--- src/rtl/hazard_stall_ctrl_if.sv ---
// Pipeline-side signals seen by the stall/flush controller.
// The pipeline drives hazard inputs (master) and the controller drives stage controls (slave).
interface hazard_stall_ctrl_if #(
  parameter int STALL_CNT_W = 16
);
  logic [4:0]             IF_ID_RegRs;
  logic [4:0]             IF_ID_RegRt;
  logic                   IF_ID_UsesRt;
  logic [4:0]             ID_EX_RegRt;
  logic                   ID_EX_MemRead;
  logic                   EX_MEM_MemAccess;
  logic                   DMem_Ready;
  logic                   BranchTaken;
  logic                   PC_Write;
  logic                   IF_ID_Write;
  logic                   ID_EX_Write;
  logic                   EX_MEM_Write;
  logic                   ID_EX_Bubble;
  logic                   MEM_WB_Bubble;
  logic                   IF_ID_Flush;
  logic [STALL_CNT_W-1:0] Stall_Count;
  logic                   Mem_Timeout;

  modport master (
    output IF_ID_RegRs, IF_ID_RegRt, IF_ID_UsesRt, ID_EX_RegRt, ID_EX_MemRead,
           EX_MEM_MemAccess, DMem_Ready, BranchTaken,
    input  PC_Write, IF_ID_Write, ID_EX_Write, EX_MEM_Write, ID_EX_Bubble,
           MEM_WB_Bubble, IF_ID_Flush, Stall_Count, Mem_Timeout
  );

  modport slave (
    input  IF_ID_RegRs, IF_ID_RegRt, IF_ID_UsesRt, ID_EX_RegRt, ID_EX_MemRead,
           EX_MEM_MemAccess, DMem_Ready, BranchTaken,
    output PC_Write, IF_ID_Write, ID_EX_Write, EX_MEM_Write, ID_EX_Bubble,
           MEM_WB_Bubble, IF_ID_Flush, Stall_Count, Mem_Timeout
  );
endinterface

--- src/rtl/hazard_stall_ctrl.sv ---
// Stall/flush controller for the 5-stage pipeline: load-use stalls, data-memory
// wait freezes and taken-branch flushes, plus stall statistics and a wait timeout.
module hazard_stall_ctrl #(
  parameter int STALL_CNT_W = 16,
  parameter int MEM_TIMEOUT = 64
) (
  input  logic               clk,
  input  logic               rst_n,
  hazard_stall_ctrl_if.slave bus
);
  localparam logic [1:0]  ST_RUN      = 2'd0;
  localparam logic [1:0]  ST_LU_STALL = 2'd1;
  localparam logic [1:0]  ST_MEM_WAIT = 2'd2;
  localparam logic [15:0] TIMEOUT_L   = 16'(MEM_TIMEOUT);
  localparam logic [15:0] TIMEOUT_M1  = 16'(MEM_TIMEOUT - 1);

  logic [1:0]             r_state;
  logic [1:0]             w_state_next;
  logic [15:0]            r_wait_cnt;
  logic [STALL_CNT_W-1:0] r_stall_cnt;
  logic                   r_timeout;

  logic w_memwait;
  logic w_lu;
  logic w_lu_stall;
  logic w_pc_write;
  logic w_if_id_write;
  logic w_id_ex_write;
  logic w_ex_mem_write;
  logic w_id_ex_bubble;
  logic w_mem_wb_bubble;
  logic w_if_id_flush;

  assign w_memwait = bus.EX_MEM_MemAccess && !bus.DMem_Ready;
  assign w_lu      = bus.ID_EX_MemRead && (bus.ID_EX_RegRt != 5'd0) &&
                     ((bus.ID_EX_RegRt == bus.IF_ID_RegRs) ||
                      (bus.IF_ID_UsesRt && (bus.ID_EX_RegRt == bus.IF_ID_RegRt)));

  always_comb begin
    w_pc_write      = 1'b1;
    w_if_id_write   = 1'b1;
    w_id_ex_write   = 1'b1;
    w_ex_mem_write  = 1'b1;
    w_id_ex_bubble  = 1'b0;
    w_mem_wb_bubble = 1'b0;
    w_if_id_flush   = 1'b0;
    w_lu_stall      = 1'b0;
    w_state_next    = ST_RUN;
    // Outputs sit at their reset values for as long as rst_n is held low.
    if (rst_n) begin
      if (w_memwait) begin
        w_pc_write      = 1'b0;
        w_if_id_write   = 1'b0;
        w_id_ex_write   = 1'b0;
        w_ex_mem_write  = 1'b0;
        w_mem_wb_bubble = 1'b1;
        w_state_next    = ST_MEM_WAIT;
      end else if (bus.BranchTaken) begin
        w_if_id_flush  = 1'b1;
        w_id_ex_bubble = 1'b1;
      end else if (w_lu && (r_state != ST_LU_STALL)) begin
        // The dependent instruction has already waited one cycle in LU_STALL.
        w_pc_write     = 1'b0;
        w_if_id_write  = 1'b0;
        w_id_ex_bubble = 1'b1;
        w_lu_stall     = 1'b1;
        w_state_next   = ST_LU_STALL;
      end
    end
  end

  always_ff @(posedge clk or negedge rst_n) begin
    if (!rst_n) begin
      r_state     <= ST_RUN;
      r_wait_cnt  <= 16'd0;
      r_stall_cnt <= '0;
      r_timeout   <= 1'b0;
    end else begin
      r_state <= w_state_next;
      if (!w_memwait) begin
        r_wait_cnt <= 16'd0;
      end else if (r_wait_cnt != TIMEOUT_L) begin
        r_wait_cnt <= r_wait_cnt + 16'd1;
      end
      if (w_memwait && (r_wait_cnt >= TIMEOUT_M1)) begin
        r_timeout <= 1'b1;
      end
      if ((w_memwait || w_lu_stall) && (r_stall_cnt != '1)) begin
        r_stall_cnt <= r_stall_cnt + 1'b1;
      end
    end
  end

  assign bus.PC_Write      = w_pc_write;
  assign bus.IF_ID_Write   = w_if_id_write;
  assign bus.ID_EX_Write   = w_id_ex_write;
  assign bus.EX_MEM_Write  = w_ex_mem_write;
  assign bus.ID_EX_Bubble  = w_id_ex_bubble;
  assign bus.MEM_WB_Bubble = w_mem_wb_bubble;
  assign bus.IF_ID_Flush   = w_if_id_flush;
  assign bus.Stall_Count   = r_stall_cnt;
  assign bus.Mem_Timeout   = r_timeout;
endmodule

--- src/flat_wrapper.sv ---
// flat-port wrapper written by rule: the top's interface ports become plain ports
module hazard_stall_ctrl_flat 
#(
  parameter int STALL_CNT_W = 16,
  parameter int MEM_TIMEOUT = 64
)
  (clk, rst_n, bus_IF_ID_RegRs, bus_IF_ID_RegRt, bus_IF_ID_UsesRt, bus_ID_EX_RegRt, bus_ID_EX_MemRead, bus_EX_MEM_MemAccess, bus_DMem_Ready, bus_BranchTaken, bus_PC_Write, bus_IF_ID_Write, bus_ID_EX_Write, bus_EX_MEM_Write, bus_ID_EX_Bubble, bus_MEM_WB_Bubble, bus_IF_ID_Flush, bus_Stall_Count, bus_Mem_Timeout);
  hazard_stall_ctrl_if #(.STALL_CNT_W(STALL_CNT_W)) bus_i ();
  input  logic clk;
  input  logic rst_n;
  input wire logic [$bits(bus_i.IF_ID_RegRs)-1:0] bus_IF_ID_RegRs;
  input wire logic [$bits(bus_i.IF_ID_RegRt)-1:0] bus_IF_ID_RegRt;
  input wire logic [$bits(bus_i.IF_ID_UsesRt)-1:0] bus_IF_ID_UsesRt;
  input wire logic [$bits(bus_i.ID_EX_RegRt)-1:0] bus_ID_EX_RegRt;
  input wire logic [$bits(bus_i.ID_EX_MemRead)-1:0] bus_ID_EX_MemRead;
  input wire logic [$bits(bus_i.EX_MEM_MemAccess)-1:0] bus_EX_MEM_MemAccess;
  input wire logic [$bits(bus_i.DMem_Ready)-1:0] bus_DMem_Ready;
  input wire logic [$bits(bus_i.BranchTaken)-1:0] bus_BranchTaken;
  output wire logic [$bits(bus_i.PC_Write)-1:0] bus_PC_Write;
  output wire logic [$bits(bus_i.IF_ID_Write)-1:0] bus_IF_ID_Write;
  output wire logic [$bits(bus_i.ID_EX_Write)-1:0] bus_ID_EX_Write;
  output wire logic [$bits(bus_i.EX_MEM_Write)-1:0] bus_EX_MEM_Write;
  output wire logic [$bits(bus_i.ID_EX_Bubble)-1:0] bus_ID_EX_Bubble;
  output wire logic [$bits(bus_i.MEM_WB_Bubble)-1:0] bus_MEM_WB_Bubble;
  output wire logic [$bits(bus_i.IF_ID_Flush)-1:0] bus_IF_ID_Flush;
  output wire logic [$bits(bus_i.Stall_Count)-1:0] bus_Stall_Count;
  output wire logic [$bits(bus_i.Mem_Timeout)-1:0] bus_Mem_Timeout;
  assign bus_i.IF_ID_RegRs = bus_IF_ID_RegRs;
  assign bus_i.IF_ID_RegRt = bus_IF_ID_RegRt;
  assign bus_i.IF_ID_UsesRt = bus_IF_ID_UsesRt;
  assign bus_i.ID_EX_RegRt = bus_ID_EX_RegRt;
  assign bus_i.ID_EX_MemRead = bus_ID_EX_MemRead;
  assign bus_i.EX_MEM_MemAccess = bus_EX_MEM_MemAccess;
  assign bus_i.DMem_Ready = bus_DMem_Ready;
  assign bus_i.BranchTaken = bus_BranchTaken;
  assign bus_PC_Write = bus_i.PC_Write;
  assign bus_IF_ID_Write = bus_i.IF_ID_Write;
  assign bus_ID_EX_Write = bus_i.ID_EX_Write;
  assign bus_EX_MEM_Write = bus_i.EX_MEM_Write;
  assign bus_ID_EX_Bubble = bus_i.ID_EX_Bubble;
  assign bus_MEM_WB_Bubble = bus_i.MEM_WB_Bubble;
  assign bus_IF_ID_Flush = bus_i.IF_ID_Flush;
  assign bus_Stall_Count = bus_i.Stall_Count;
  assign bus_Mem_Timeout = bus_i.Mem_Timeout;
  hazard_stall_ctrl #(.STALL_CNT_W(STALL_CNT_W), .MEM_TIMEOUT(MEM_TIMEOUT)) u_core (.clk(clk), .rst_n(rst_n), .bus(bus_i));
endmodule
--- config.mk ---
export PLATFORM = sky130hd
export DESIGN_NAME = hazard_stall_ctrl_flat
export DESIGN_NICKNAME = d
export VERILOG_FILES = /design/src/rtl/hazard_stall_ctrl_if.sv /design/src/rtl/hazard_stall_ctrl.sv /design/src/flat_wrapper.sv
export SDC_FILE = /design/constraint.sdc
export NUM_CORES = 1
export LEC_CHECK = 0
export ABC_CLOCK_PERIOD_IN_PS = 1780
export CELL_PAD_IN_SITES_DETAIL_PLACEMENT = 2
export CELL_PAD_IN_SITES_GLOBAL_PLACEMENT = 2
export CORE_ASPECT_RATIO = 1.2
export CORE_MARGIN = 2
export CORE_UTILIZATION = 27
export CTS_CLUSTER_SIZE = 8
export DETAILED_ROUTE_END_ITERATION = 8
export PLACE_DENSITY_LB_ADDON = 0.15
export SLEW_MARGIN = 20
export SYNTH_ARGS = -nofsm -noshare
export SYNTH_HDL_FRONTEND = slang
export SYNTH_SLANG_ARGS = --single-unit
--- constraint.sdc ---
create_clock -name clk -period 1.78 [get_ports clk]
set_input_delay 0.356 -clock clk [delete_from_list [all_inputs] [get_ports clk]]
set_output_delay 0.356 -clock clk [all_outputs]
set_load 0.01 [all_outputs]
; ---- After elaboration in Yosys (flattened, before gate mapping)
; Cells that the tools add are included.
[totals]
regBits = 35
output_inout_bits = 24
[classes]
n_addsub = 2
order_cmp = 1
eq_ne = 6
n_mux = 24
n_reduce_logical = 11
[ops]
columns = op, n
row1 = 16-bit by 1-bit adder with 16-bit output (second input constant), 2
row2 = 16-bit 2-to-1 mux, 2
row3 = 1-bit 2-to-1 mux, 19
row4 = 16-bit by 6-bit greater-or-equal comparator with 1-bit output (second input constant), 1
row5 = 16-bit != test (second input constant), 1
row6 = 16-bit by 7-bit != test with 1-bit output (second input constant), 1
row7 = 5-bit == test, 2
row8 = 1-bit logical AND, 7
row9 = 2-bit 2-to-1 mux, 3
row10 = 5-bit nonzero test, 1
row11 = 1-bit logical OR, 2
row12 = 2-bit by 1-bit != test with 1-bit output (second input constant), 1
row13 = 2-bit != test (second input constant), 1
row14 = 1-bit logical NOT, 1

; ---- Longest topological paths before layout
; Gate-level depths: netlist of the first run.
[depth]
ltp_word = 11
mapped_depth = 8
depth_no_buf = 7

; ---- Worst setup path after synthesis of the first run
; OpenSTA, ideal clock, no wires.
[synth_timing]
kind = input-to-reg
start = input bus_ID_EX_RegRt[0]
end = register u_core.r_stall_cnt[1] (netlist: u_core.bus.Stall_Count[1])
setup_time_ns = 0.128
arrival_time_ns = 1.804
t_required_ns = 1.652
setup_slack_ns = -0.152
path_stages = 6
n_path_buf = 1
path_cell_list = or4_4 o2111ai_2 a31o_2 o21a_4 buf_12 mux2_1
[synth_via]
elab_chain_cells = 11
elab_cells_between_ends = 14
classes_between = 2 x eq/ne / 4 x mux / 8 x reduce/logical
[synth_lines]
columns = item, line
row1 = start: declaration, flat_wrapper.sv:14  ; input wire logic [$bits(bus_i.ID_EX_RegRt)-1:0] bus_ID_EX_RegRt;
row2 = 5-bit == test, hazard_stall_ctrl.sv:37  ; (bus.IF_ID_UsesRt && (bus.ID_EX_RegRt == bus.IF_ID_RegRt)));
row3 = 1-bit logical AND, hazard_stall_ctrl.sv:37
row4 = 1-bit logical OR, hazard_stall_ctrl.sv:36  ; ((bus.ID_EX_RegRt == bus.IF_ID_RegRs) ||
row5 = 1-bit logical AND *, hazard_stall_ctrl.sv:35  ; assign w_lu = bus.ID_EX_MemRead && (bus.ID_EX_RegRt != 5'd0) &&
row6 = 1-bit logical AND *, hazard_stall_ctrl.sv:61  ; end else if (w_lu && (r_state != ST_LU_STALL)) begin
row7 = 1-bit 2-to-1 mux *, hazard_stall_ctrl.sv:61
row8 = 1-bit 2-to-1 mux *, hazard_stall_ctrl.sv:58  ; end else if (bus.BranchTaken) begin
row9 = 1-bit 2-to-1 mux *, hazard_stall_ctrl.sv:51  ; if (w_memwait) begin
row10 = 1-bit 2-to-1 mux *, hazard_stall_ctrl.sv:50  ; if (rst_n) begin
row11 = 1-bit logical OR *, hazard_stall_ctrl.sv:88  ; if ((w_memwait || w_lu_stall) && (r_stall_cnt != '1)) begin
row12 = 1-bit logical AND *, hazard_stall_ctrl.sv:88
row13 = end signal: assignment, hazard_stall_ctrl.sv:89  ; r_stall_cnt <= r_stall_cnt + 1'b1;
row14 = end: declaration, hazard_stall_ctrl.sv:20  ; logic [STALL_CNT_W-1:0] r_stall_cnt;
; Every way passes the cells marked *; elsewhere a longest branch is shown, timed or not.
; A chain may end at the register's enable or synchronous reset.

; ---- Worst setup path after layout of the first run
[layout_timing]
start = input bus_ID_EX_RegRt[0]
end = output bus_ID_EX_Bubble
[layout_via]
elab_chain_cells = 9
elab_cells_between_ends = 12
classes_between = 2 x eq/ne / 4 x mux / 6 x reduce/logical
[layout_lines]
columns = item, line
row1 = 5-bit == test, hazard_stall_ctrl.sv:37
row2 = 1-bit logical AND, hazard_stall_ctrl.sv:37
row3 = 1-bit logical OR, hazard_stall_ctrl.sv:36
row4 = 1-bit logical AND *, hazard_stall_ctrl.sv:35
row5 = 1-bit logical AND *, hazard_stall_ctrl.sv:61
row6 = 1-bit 2-to-1 mux *, hazard_stall_ctrl.sv:61
row7 = 1-bit 2-to-1 mux *, hazard_stall_ctrl.sv:58
row8 = 1-bit 2-to-1 mux *, hazard_stall_ctrl.sv:51
row9 = 1-bit 2-to-1 mux *, hazard_stall_ctrl.sv:50
row10 = end: declaration, flat_wrapper.sv:23  ; output wire logic [$bits(bus_i.ID_EX_Bubble)-1:0] bus_ID_EX_Bubble;
; Marks and branches as above.

==> impl_metrics.py, run 1 <==
metrics = {
    "finish": {
        "n_antenna_cell": 0,
        "area_delta_synth_final_pct": 62.9,
        "layout.cells.non_filler": 377,
        "stdcell_area_sq_um": 3120,
        "fin_nets": 314,
        "drive_gt1_share_pct": 36.2,
    },
    "synth": {
        "syn_nets": 220,
        "syn_inst": 195,
        "yosys_register_bits": 35,
        "synthFlopType": "dfrtp_1",
        "yosys-top-cells-area": "dfrtp_1 (46%), xor2_1 (13%), nor2_1 (5.3%)",
        "syn_area_per_cell_sq_um": 9.82,
        "synth_top_cell_area_share_pct": 45.8,
        "netlist_area_sq_um": 1910,
        "synth_common_cells": "dfrtp_1 (35), xor2_1 (29), nor2_1 (27)",
        "ys_async_sr_fraction_pct": 100,
        "synthMostInstantiatedCell": "dfrtp_1",
        "synth-edff-count": 0,
        "yosys_warnings": 0,
        "ys_seq_area_share_pct": 45.8,
        "synth_area_leader_cell": "dfrtp_1",
        "yosysUniqueCellTypes": 33,
    },
    "detailed_routing": {
        "routed_wl_mm": 6.49,
        "dr.pass1.iters": 2,
        "drc": 0,
        "antenna_left": 0,
        "drt_first_iter_violations": 12,
        "vias": 1780,
        "avgRoutedWirePerCell_microns": 17.2,
        "viasPerCell": 4.72,
    },
    "clocking": {
        "cts_tree": "yes",
        "clk-insertion-delay-late_ns": 0.29,
        "cts_root_buffer": "clkbuf_8",
        "cts_buffers": 5,
        "path_clk_slew_ns": 0.07,
        "clockBufferDepth": 2,
        "cts_sinks": 35,
        "cts_hold_buf": 0,
        "cts-htree-levels": 2,
    },
    "setup_path": {
        "reg2reg_depth": 7,
        "critPathCaptureType": "primary output",
        "critPathRequiredTime_ns": 1.42,
        "critPathMaxFanout": 3,
        "crit_type": "input pin to primary output",
        "start_kind": "input pin",
        "critPathArrivalTime_ns": 1.58,
    },
    "pwr": {
        "pwr-share-comb_pct": 35.0,
        "leakage_nw": 1.48,
        "switching_share_pct": 32.7,
        "ir_drop_v": 0.000580,
        "seqPwrFrac_pct": 37.7,
        "intPower_mw": 1.65,
        "pwr-share-clk_pct": 27.3,
        "powerDensity_nw_per_um2": 787,
        "total_power_mw": 2.45,
        "p_switching_uw": 803,
    },
    "sta": {
        "timing.fmax_mhz": 516,
        "slew-limit-headroom_pct": 67.8,
        "whs_ns": 0.286,
        "setup_viol": 14,
        "fin_crit_ns": 1.94,
        "tightest_slew_ns": 0.483,
        "period_share_pct": 109,
        "hold_viol": 0,
        "fin_skew_ns": 0.00474,
        "rsz0062_at_grt": "yes",
        "finalMaxSlewViolations": 0,
        "fin_ws_ns": -0.158,
    },
    "grt": {
        "overflow": 0,
        "first_global_vias": 2070,
        "antenna_found_initial": 0,
        "track_usage_pct": 17.5,
        "grt_first_pass_wirelength_mm": 10.3,
        "grt_max_degree": 36,
    },
    "placement": {
        "dp_hpwl_mm": 4.18,
        "gp_congestion": 0.732,
        "numPortBuffers": 45,
        "place_area_sq_um": 2740,
        "place_inst": 362,
    },
    "floorplan": {
        "rows": 33,
        "initial_utilization_pct": 27.9,
        "die_x_microns": 80.9,
        "die_area_sq_um": 7780,
        "ios": 46,
        "die_h_microns": 96.2,
        "core_area_sq_um": 6850,
    },
    "flow_run": {
        "maxCapViolations": 0,
    },
    "run_status": {
        "status": "finished with violations",
        "violations": "negative setup slack",
    },
    "hold_path": {
        "hold_path.class": "input pin to asynchronous set/reset pin",
    },
}
## stage by stage
step	setup TNS (ns)	setup slack, ns	util (%)
4_1_cts	-0.824	-0.154	44.2
5_1_grt	-1.95	-0.228	45.5
6_report	-0.872	-0.158	45.5
3_5_place_dp	-15.62	-0.966	40.0
3_3_place_gp	-14.50	-0.895	40.0
2_1_floorplan	-0.368	-0.151	-
## cell type report
cell class | count | area, sq um
timing repair buffer | 91 | 786
multi-input combinational | 147 | 1210
clock buffer | 8 | 100
tap | 87 | 109
inverter | 9 | 33.8
fill | 751 | 3740
sequential | 35 | 876
## final timing paths
check / from / endpoint / slack, ns
max: bus_ID_EX_RegRt[0] / bus_ID_EX_Bubble / -0.16
min: rst_n / u_core.bus.Stall_Count[13]$_DFFE_PN0P_ / 0.29
max reg2reg: u_core.bus.Stall_Count[4]$_DFFE_PN0P_ / u_core.bus.Stall_Count[3]$_DFFE_PN0P_ / -0.07
min reg2reg: u_core.bus.Mem_Timeout$_DFFE_PN0P_ / u_core.bus.Mem_Timeout$_DFFE_PN0P_ / 0.48
max in group asynchronous: rst_n / u_core.bus.Stall_Count[1]$_DFFE_PN0P_ / 1.14
min in group clk: u_core.bus.Mem_Timeout$_DFFE_PN0P_ / u_core.bus.Mem_Timeout$_DFFE_PN0P_ / 0.48
## flip-flops by register name, summed over array words and instances (netlist names)
register	count
u_core.r_wait_cnt	16
u_core.r_state	2
u_core.bus.Stall_Count	16
u_core.bus.Mem_Timeout	1
## worst max-delay path, cell delays in order
cell	delay (ns)
buf_8	0.10
or4_4	0.56
o211ai_1	0.19
o21bai_1	0.07
and3_1	0.16
buf_2	0.13
## per-layer routing
| metal | GRT usage (%) | routed length, microns | vias up |
|---|---|---|---|
| met5 | 0 | 0 | - |
| met4 | 4.38 | 93 | 0 |
| met3 | 3.10 | 123 | 9 |
| met2 | 33.3 | 3610 | 23 |
| met1 | 20.0 | 2660 | 897 |
| li1 | - | - | 851 |
## logic make-up after synthesis
family                   share of synthesized area, %
XOR/XNOR                                         16.9
AO/OA/AOI/OAI                                    5.10
AND/OR/NAND/NOR                                  24.6
adder cells (fa/ha/maj)                          1.96
multiplexers                                     1.70
buffers and inverters                            3.99
flip-flops                                       45.8
## repair_timing
action,CTS,global route
gates cloned,1,0
endpoints found under the hold margin,0,0
gates resized for setup,96,20
buffers inserted,3,3
endpoints found under the setup margin,23,23
pin swaps,22,14
## power by group through the flow
stage | Clock (mW) | Combinational [mW] | Sequential, mW
after detailed placement | 0 | 0.711 | 0.925
final | 0.669 | 0.859 | 0.926
after global placement | 0 | 0.687 | 0.922
after global routing | 0.732 | 0.922 | 0.933
after CTS | 0.687 | 0.811 | 0.911
after floorplan | 0 | 0.184 | 0.990
## cell usage in the layout (no fill, tap or decap), types with 5 or more instances in the layout
master	instances
buf_4	41
dfrtp_1	35
xor2_1	28
nor2_1	21
clkdlybuf4s50_1	15
nand3_1	14
nand2_1	12
dlygate4sd2_1	9
inv_1	8
buf_2	8
xnor2_1	7
clkbuf_8	7
and3_1	6
nor3_4	5
buf_6	5
Power figures use the tool's default switching activity.
==> run 2: changes to the inputs <==
--- a/config.mk
+++ b/config.mk
@@ -9,12 +9,12 @@
 export CELL_PAD_IN_SITES_DETAIL_PLACEMENT = 2
 export CELL_PAD_IN_SITES_GLOBAL_PLACEMENT = 2
 export CORE_ASPECT_RATIO = 1.2
-export CORE_MARGIN = 2
+export CORE_MARGIN = 4
 export CORE_UTILIZATION = 27
 export CTS_CLUSTER_SIZE = 8
 export DETAILED_ROUTE_END_ITERATION = 8
 export PLACE_DENSITY_LB_ADDON = 0.15
-export SLEW_MARGIN = 20
+export SLEW_MARGIN = 15
 export SYNTH_ARGS = -nofsm -noshare
 export SYNTH_HDL_FRONTEND = slang
 export SYNTH_SLANG_ARGS = --single-unit
==> run 2 against run 1 <==
Against the previous run:
- the run still ends with negative setup slack left
- power decreased by 1.0%
- register-to-register slack worse by 0.03 ns
- hold slack lost 0.18 ns
- die area increased by 9.3%
- combinational power shrank 0.7%
- cell count is 2.1% higher
- sequential share of layout area is 0.41 points lower
- setup slack better by 0.013 ns
- final area is 1.5% higher
- routed wire length increased by 1.7%
- largest cell class unchanged
- highest routed layer unchanged
==> impl_metrics.py, run 2 (synthesis results as in run 1) <==
metrics = {
    "run_status": {
        "status": "finished with violations",
        "violations": "negative setup slack",
    },
    "placement": {
        "place_area_sq_um": 2760,
        "gp_congestion": 0.721,
        "dp_hpwl_mm": 4.43,
        "dp_slack_ns": -0.995,
        "numPortBuffers": 45,
    },
    "floorplan": {
        "die_x_microns": 84.9,
        "die_h_microns": 100,
        "initial_utilization_pct": 27.9,
        "rows": 33,
        "die_area_sq_um": 8510,
        "core_area_sq_um": 6850,
        "ios": 46,
    },
    "clocking": {
        "clockBufferDepth": 2,
        "cts_buffers": 5,
        "cts_sinks": 35,
        "clk-insertion-delay-late_ns": 0.29,
        "cts_hold_buf": 0,
        "cts_tree": "yes",
        "cts_root_buffer": "clkbuf_8",
        "path_clk_slew_ns": 0.07,
        "cts-htree-levels": 2,
    },
    "grt": {
        "first_global_vias": 2056,
        "track_usage_pct": 15.7,
        "grt_max_degree": 26,
        "grt_first_pass_wirelength_mm": 10.6,
        "overflow": 0,
        "antenna_found_initial": 0,
    },
    "sta": {
        "fin_skew_ns": 0.0111,
        "finalMaxSlewViolations": 0,
        "setup_viol": 16,
        "fin_ws_ns": -0.144,
        "hold_viol": 0,
        "tightest_slew_ns": 0.342,
        "slew-limit-headroom_pct": 77.2,
        "fin_crit_ns": 1.92,
        "rsz0062_at_grt": "yes",
        "timing.fmax_mhz": 520,
        "period_share_pct": 108,
        "whs_ns": 0.102,
    },
    "setup_path": {
        "critPathCaptureType": "primary output",
        "regToRegSetupSlack_ns": -0.10,
        "critPathRequiredTime_ns": 1.42,
        "critPathMaxFanout": 3,
        "start_kind": "input pin",
        "crit_type": "input pin to primary output",
        "critPathArrivalTime_ns": 1.57,
    },
    "detailed_routing": {
        "antenna_left": 0,
        "viasPerCell": 4.73,
        "vias": 1822,
        "drc": 0,
        "avgRoutedWirePerCell_microns": 17.2,
        "drt_first_iter_violations": 43,
        "routed_wl_mm": 6.60,
        "dr.pass1.iters": 4,
    },
    "hold_path": {
        "hold_path.class": "input pin to asynchronous set/reset pin",
    },
    "finish": {
        "layout_commonest_cell": "buf_4",
        "fin_nets": 322,
        "area_delta_synth_final_pct": 65.3,
        "drive_gt1_share_pct": 36.2,
        "final_util_pct": 46.2,
        "most-common-layout-cells": "buf_4 (48), dfrtp_1 (35), xor2_1 (28)",
        "n_antenna_cell": 0,
        "stdcell_area_sq_um": 3160,
    },
    "pwr": {
        "total_power_mw": 2.43,
        "ir_drop_v": 0.000709,
        "leakage_nw": 1.48,
        "powerDensity_nw_per_um2": 768,
    },
    "flow_run": {
        "maxCapViolations": 0,
    },
}
==> run 2: critical path, stage by stage <==
cell      delay [ns]
buf_6           0.10
or4_4           0.56
o211ai_1        0.19
o21bai_1        0.09
and3_1          0.14
buf_2           0.13
==> run 2: area by class of cell <==
class	count	area, sq um
Tap cell	87	109
Clock inverter	1	7.51
Inverter	9	33.8
Multi-Input combinational cell	147	1180
Timing Repair Buffer	99	860
Clock buffer	7	96.3
Fill cell	762	3690
Sequential cell	35	876
==> run 2: final timing paths <==
kind	end	cells after the start	from
setup / recovery	bus_ID_EX_Bubble	6	bus_ID_EX_RegRt[2]
min in group clk	u_core.bus.Mem_Timeout$_DFFE_PN0P_	1	u_core.bus.Mem_Timeout$_DFFE_PN0P_
hold / removal	u_core.r_wait_cnt[13]$_DFFE_PN0P_	2	rst_n
max in group asynchronous	u_core.bus.Stall_Count[10]$_DFFE_PN0P_	2	rst_n
setup reg to reg	u_core.bus.Stall_Count[12]$_DFFE_PN0P_	6	u_core.bus.Stall_Count[4]$_DFFE_PN0P_
hold reg to reg	u_core.bus.Mem_Timeout$_DFFE_PN0P_	1	u_core.bus.Mem_Timeout$_DFFE_PN0P_
==> run 2: metrics by stage <==
step | setup TNS (ns) | std cells
global placement | -14.89 | 364
global route | -2.60 | 385
CTS | -0.672 | 381
floorplan | -0.368 | 195
finish | -1.20 | 385
detailed placement | -16.43 | 364
==> run 2: layer usage <==
metal | routed length [microns] | vias to the layer above | global-route usage [%]
met2 | 3640 | 23 | 28.9
met5 | 0 | - | 0
li1 | - | 866 | -
met3 | 148 | 8 | 3.28
met4 | 94 | 0 | 3.41
met1 | 2720 | 925 | 18.7
==> run 2: repair_timing <==
action,4_1_cts,5_1_grt
setup endpoints to repair,23,23
resized for setup,91,17
pin swaps,23,10
setup buffers,9,6
cloned,1,0
==> run 2: power by group <==
part	switching [mW]	internal, mW	total (mW)
registers	0.0556	0.864	0.919
clock network	0.305	0.352	0.657
logic	0.399	0.454	0.853
total	0.760	1.67	2.43
